[src/rtl/replenish_stock.sv]
// ---------------------------------------------------------------------------
// replenish_stock
//   Per-slot stock keeper for a vending machine. Restocks are taken on a
//   rising edge of the debounced confirm level, validated, added with
//   saturation at MAX_STOCK and reported with done. Sales decrement a slot
//   directly in any FSM state and never underflow.
//
// Ports
//   clk       : system clock, rising edge
//   rst_n     : asynchronous active-low reset
//   en        : machine enable, gates new restocks and all sales
//   re        : replenish mode select (1 = restock, 0 = sell)
//   re_count  : restock quantity 0..7 (0 = no selection)
//   item_sel  : one-hot restock slot
//   confirm   : debounced restock confirm level
//   sell      : one-cycle sale pulse
//   sell_sel  : one-hot slot being sold
//   stock     : packed 4-bit counts, slot i at [4i+3:4i]
//   busy      : restock in progress
//   done      : one-cycle pulse, restock committed
//   err       : one-cycle pulse, restock rejected
//   sat       : sticky, last accepted restock was clipped
//   sell_ok   : one-cycle pulse, sale accepted
//   sold_out  : per-slot flag, stock is 0
// ---------------------------------------------------------------------------
module replenish_stock #(
    parameter int ITEMS     = 4,
    parameter int MAX_STOCK = 15
) (
    input  logic                 clk,
    input  logic                 rst_n,
    input  logic                 en,
    input  logic                 re,
    input  logic [2:0]           re_count,
    input  logic [ITEMS-1:0]     item_sel,
    input  logic                 confirm,
    input  logic                 sell,
    input  logic [ITEMS-1:0]     sell_sel,
    output logic [4*ITEMS-1:0]   stock,
    output logic                 busy,
    output logic                 done,
    output logic                 err,
    output logic                 sat,
    output logic                 sell_ok,
    output logic [ITEMS-1:0]     sold_out
);

    typedef enum logic [1:0] {IDLE, CHECK, UPDATE, DONE} state_t;

    state_t         state, state_nxt;
    logic           conf_q;
    logic           armed;
    logic [2:0]     cnt_q;
    logic [ITEMS-1:0] sel_q;
    logic [3:0]     level     [ITEMS];
    logic [3:0]     level_nxt [ITEMS];
    logic           conf_edge;
    logic           start;
    logic           sel_valid;
    logic           sell_onehot;
    logic           sale_nonzero;
    logic           sale_go;
    logic [3:0]     upd_base;
    logic [4:0]     sum;
    logic           clip;
    logic [3:0]     upd_val;

    // armed stays low after reset until confirm has been seen low, so a
    // level that was already high when reset released is not an edge.
    assign conf_edge = confirm & ~conf_q & armed;
    assign start     = conf_edge & en & re;

    // Confirm edge detector.
    always_ff @(posedge clk or negedge rst_n) begin
        if (!rst_n) begin
            conf_q <= 1'b0;
            armed  <= 1'b0;
        end else begin
            conf_q <= confirm;
            if (!confirm)
                armed <= 1'b1;
        end
    end

    // Holding registers: only loaded when a restock is accepted from IDLE,
    // so a later drop of en or change of inputs cannot disturb it.
    always_ff @(posedge clk or negedge rst_n) begin
        if (!rst_n) begin
            cnt_q <= '0;
            sel_q <= '0;
        end else if (state == IDLE && start) begin
            cnt_q <= re_count;
            sel_q <= item_sel;
        end
    end

    // Validity of the captured restock and of the current sale request.
    always_comb begin
        sel_valid    = (cnt_q != 3'd0) && (sel_q != '0) &&
                       ((sel_q & (sel_q - ITEMS'(1))) == '0);
        sell_onehot  = (sell_sel != '0) &&
                       ((sell_sel & (sell_sel - ITEMS'(1))) == '0);
        sale_nonzero = 1'b0;
        upd_base     = 4'd0;
        for (int i = 0; i < ITEMS; i++) begin
            if (sell_sel[i] && level[i] != 4'd0)
                sale_nonzero = 1'b1;
            if (sel_q[i])
                upd_base = level[i];
        end
        sale_go = en & ~re & sell & sell_onehot & sale_nonzero;
        sum     = {1'b0, upd_base} + {2'b00, cnt_q};
        clip    = sum > 5'(MAX_STOCK);
        upd_val = clip ? 4'(MAX_STOCK) : sum[3:0];
    end

    // Next stock per slot: restock result first, then a same-cycle sale
    // on that slot is taken off the restocked value.
    always_comb begin
        level_nxt = level;
        for (int i = 0; i < ITEMS; i++) begin
            if (state == UPDATE && sel_q[i])
                level_nxt[i] = upd_val;
            if (sale_go && sell_sel[i])
                level_nxt[i] = level_nxt[i] - 4'd1;
        end
    end

    // Stock, saturation flag and sale acknowledge registers.
    always_ff @(posedge clk or negedge rst_n) begin
        if (!rst_n) begin
            for (int i = 0; i < ITEMS; i++)
                level[i] <= 4'd0;
            sat     <= 1'b0;
            sell_ok <= 1'b0;
        end else begin
            level   <= level_nxt;
            sell_ok <= sale_go;
            if (state == UPDATE)
                sat <= clip;
        end
    end

    // FSM state register.
    always_ff @(posedge clk or negedge rst_n) begin
        if (!rst_n)
            state <= IDLE;
        else
            state <= state_nxt;
    end

    // FSM next state; err is raised for the single CHECK cycle that
    // rejects the captured request.
    always_comb begin
        state_nxt = state;
        err       = 1'b0;
        case (state)
            IDLE:   if (start) state_nxt = CHECK;
            CHECK: begin
                if (sel_valid) begin
                    state_nxt = UPDATE;
                end else begin
                    err       = 1'b1;
                    state_nxt = IDLE;
                end
            end
            UPDATE: state_nxt = DONE;
            DONE:   state_nxt = IDLE;
            default: state_nxt = IDLE;
        endcase
    end

    assign busy = (state != IDLE);
    assign done = (state == DONE);

    // Output packing and sold-out flags.
    always_comb begin
        stock    = '0;
        sold_out = '0;
        for (int i = 0; i < ITEMS; i++) begin
            stock[4*i +: 4] = level[i];
            sold_out[i]     = (level[i] == 4'd0);
        end
    end

endmodule
[config.mk]
export PLATFORM = sky130hd
export DESIGN_NAME = replenish_stock
export DESIGN_NICKNAME = d
export VERILOG_FILES = /design/src/rtl/replenish_stock.sv
export SDC_FILE = /design/constraint.sdc
export NUM_CORES = 1
export LEC_CHECK = 0
export ABC_AREA = 1
export BUFFER_PORTS_ARGS = -buffer_cell sky130_fd_sc_hd__buf_2
export CAP_MARGIN = 20
export CORE_ASPECT_RATIO = 0.9
export CORE_MARGIN = 2
export CORE_UTILIZATION = 56
export CTS_CLUSTER_SIZE = 16
export DETAILED_ROUTE_END_ITERATION = 6
export GPL_TIMING_DRIVEN = 1
export PLACE_DENSITY = 0.82
export SKIP_LAST_GASP = 1
export SYNTH_ARGS = -nofsm -noshare
export SYNTH_HDL_FRONTEND = slang
export SYNTH_SLANG_ARGS = --single-unit
export TNS_END_PERCENT = 20
[constraint.sdc]
create_clock -name clk -period 3.15 [get_ports clk]
set_input_delay 0.315 -clock clk [delete_from_list [all_inputs] [get_ports clk]]
set_output_delay 0.315 -clock clk [all_outputs]
set_load 0.005 [all_outputs]
==> impl_metrics.py <==
metrics = {
    "detailed_routing": {
        "postRouteAntennaNets": 0,
        "routed_wl_um": 4820,
        "vias_per_cell": 5.09,
        "vias": 1882,
        "avgRoutedWirePerCell_um": 13.0,
        "drc": 0,
        "drt_iter0_markers": 115,
        "drtPass1Iterations": 4,
    },
    "setup_path": {
        "path_delay_family": "adder cells",
        "r2r_end": "stock[10]$_DFF_PN0_",
        "crit_fanout": 13,
        "crit_end": "stock[10]$_DFF_PN0_",
        "crit_chain": "o21ai_0 -> nand2_1 -> a22oi_1 -> ha_1 -> fa_1 -> a21oi_1 -> inv_1 -> nand3_4 -> nand3_1 -> nand2_1 -> ha_1 -> nand2_1 -> xor2_1",
        "crit_start": "sel_q[1]$_DFFE_PN0P_",
        "slowest_stage": "dfrtp_1",
        "start_kind": "flip-flop",
        "crit_arrival_ns": 2.93,
        "critical_path_required_ns": 3.33,
        "reg2reg_slack_ns": 0.40,
        "cp.depth": 13,
        "worst_r2r_path_depth": 13,
        "path_class": "flip-flop to flip-flop",
        "slowest_delay_ns": 0.57,
        "end_kind": "flip-flop",
        "worst-path-buf-inv": 1,
        "r2r_start": "sel_q[1]$_DFFE_PN0P_",
        "crit_top_cell": "nand2_1",
    },
    "synth": {
        "yosys-top-cells-area": "dfrtp_1 (33%), nand2_1 (11%), inv_1 (6.0%)",
        "synth.net_count": 305,
        "yosysUniqueCellTypes": 37,
        "synth.avg_cell_area_um2": 7.82,
        "synth_top_area_cell": "dfrtp_1",
        "synth.ff_latch_count": 29,
        "yosysWarnings": 0,
        "ys_seq_area_frac": 0.331,
        "synth_cells": 280,
        "synth_top_area_share": 0.331,
        "netlist_area_um2": 2190,
    },
    "global_routing": {
        "grt_pass1_vias": 1899,
        "antenna_found_initial": 0,
        "grt_usage": 0.243,
        "grt-ovfl-total": 0,
        "grt_max_degree": 30,
        "grt_pass1_wl_um": 8500,
    },
    "clock_network": {
        "clkLatencyLatePin_ns": 0.29,
        "clk_pin_slew_ns": 0.06,
        "cts_tree": "done",
        "cts_resized": 0,
        "cts-root-buf": "clkbuf_8",
        "clock_sinks": 29,
        "cts_made_buffers": 5,
        "clk_path_buf_depth": 2,
        "ctsHoldBuffers": 0,
        "h-tree-depth": 2,
        "postCtsSetupRepairBufs": 0,
    },
    "pwr": {
        "switchingPower_w": 0.00125,
        "intPower_w": 0.00127,
        "power_density_nw_per_um2": 1010,
        "switching_share": 0.497,
        "combPwrFrac": 0.575,
        "p_leak_nw": 1.30,
        "peakVddDrop_mv": 0.455,
        "p_clk_frac": 0.138,
        "pwr-share-seq": 0.286,
    },
    "place": {
        "gp_congestion": 0.843,
        "io_buffers": 41,
        "hpwlAfterDp_um": 3750,
        "placedCellCount": 362,
    },
    "finish": {
        "drive_gt1_frac": 0.324,
        "syn2layout_area_growth_pct": 13.9,
        "fillerInstances": 314,
        "nets": 348,
        "insertedDiodeCount": 0,
        "final_cells": 370,
    },
    "sta": {
        "tightest_slew_ns": 0.661,
        "slew_violations": 0,
        "setup_viol_count_final": 0,
        "tns_ns": 0,
        "fin_worst_skew_ns": 0.00319,
        "fin_crit_sh": 0.872,
        "period_needed_ns": 2.75,
        "rsz0062_at_grt": "no",
        "maxSlewHeadroom": 0.559,
        "hold_viol_final": 0,
        "fmax_mhz": 364,
    },
    "floorplanning": {
        "rows": 21,
        "die_height_um": 63.3,
        "die_area_um2": 4430,
        "core-area_um2": 3730,
        "die_width_um": 69.9,
        "start_util": 0.587,
        "num_io_pins": 42,
    },
    "run_status": {
        "status": "complete, no violations",
    },
    "run": {
        "cap_violations": 0,
    },
    "hold_path": {
        "hold_path_class": "input pin to asynchronous set/reset pin",
    },
}
==> per-stage QoR <==
step	area (um2)	utilization	hold slack, ns	total power (W)	setup WS, ns
5_1_grt	2500	0.669	0.102	0.00275	0.178
3_5_place_dp	2390	0.642	0.391	0.00215	0.449
4_1_cts	2500	0.669	0.0774	0.00252	0.426
6_report	2500	0.669	0.0549	0.00252	0.403
3_3_place_gp	2390	0.642	0.387	0.00212	0.551
2_1_floorplan	2190	-	0.0194	0.00184	0.726
==> registers in the layout, summed over array words and instances, names as in the netlist, named ones only <==
name and flops:
cnt_q 3, state 1, armed 1, sat 1, sel_q 4, conf_q 1, sell_ok 1, stock 16
==> layout make-up <==
| type | instances | area [um2] | area share |
|---|---|---|---|
| inverter | 42 | 165 | 0.0662 |
| timing repair buffer | 41 | 205 | 0.0822 |
| clock buffer | 7 | 96.3 | 0.0386 |
| tap | 46 | 57.6 | 0.0231 |
| clock inverter | 1 | 5.00 | 0.00201 |
| sequential | 29 | 726 | 0.291 |
| multi-input combinational | 204 | 1240 | 0.497 |
==> cell usage in the layout (no fill, tap or decap), types with 2 or more instances in the layout <==
cell type	count
nand2_1	66
buf_2	41
inv_1	35
dfrtp_1	29
nand3_1	18
nor2_1	17
nand2_2	15
a21oi_1	9
o21ai_0	8
nand2_4	7
o21ai_1	7
ha_1	7
clkbuf_8	7
nor2_4	6
inv_2	5
nand3_2	5
or2_1	5
nor2_2	5
xor2_1	4
mux2_1	4
a22oi_1	3
nor3_2	3
or2_2	3
nand3_4	2
nand4_1	2
nor3_1	2
==> worst min path at each step <==
| stage | to | from | depth (start not counted) | slack [ns] |
|---|---|---|---|---|
| after floorplan | asynchronous set/reset pin | rst_n | 0 | 0.02 |
| after global placement | conf_q$_DFF_PN0_ | rst_n | 1 | 0.39 |
| after detailed placement | armed$_DFFE_PN0N_ | rst_n | 1 | 0.39 |
| after CTS | armed$_DFFE_PN0N_ | rst_n | 1 | 0.08 |
| after global routing | armed$_DFFE_PN0N_ | rst_n | 1 | 0.10 |
| final | state[0]$_DFFE_PN0P_ | rst_n | 1 | 0.05 |
==> power by group through the flow <==
stage / clock, W / sequential, W / combinational (W)
after CTS: 0.000357 / 0.000719 / 0.00144
final: 0.000348 / 0.000721 / 0.00145
after detailed placement: 0 / 0.000721 / 0.00143
after floorplan: 0 / 0.000654 / 0.00119
after global routing: 0.000376 / 0.000741 / 0.00163
after global placement: 0 / 0.000715 / 0.00140
==> cell families (layout without fill, tap and decap cells) <==
group | count (synthesis) | in the layout | share of synthesized area
XOR/XNOR | 5 | 5 | 0.0200
flip-flops | 29 | 29 | 0.331
multiplexers | 4 | 4 | 0.0206
AND/OR/NAND/NOR | 157 | 157 | 0.400
adder cells (fa/ha/maj) | 8 | 8 | 0.0491
buffers and inverters | 47 | 91 | 0.102
AO/OA/AOI/OAI | 30 | 30 | 0.0765
==> cells in the mapped netlist, drive strengths merged <==
| cell | count |
|---|---|
| a21oi | 10 |
| a22oi | 3 |
| buf | 5 |
| dfrtp | 29 |
| fa | 1 |
| ha | 7 |
| inv | 42 |
| mux2 | 4 |
| nand2 | 88 |
| nand3 | 25 |
| nand4 | 2 |
| nor2 | 28 |
| nor3 | 6 |
| o21ai | 16 |
| o31ai | 1 |
| or2 | 8 |
| xnor2 | 1 |
| xor2 | 4 |
==> per-layer routing <==
metal,track usage,wire length (um),up-vias
met2,0.393,2250,43
met4,0.103,108,0
met3,0.0512,192,11
met1,0.316,2260,864
met5,0,0,-
li1,-,-,964
Note: power is estimated with default switching activity, not from simulation.
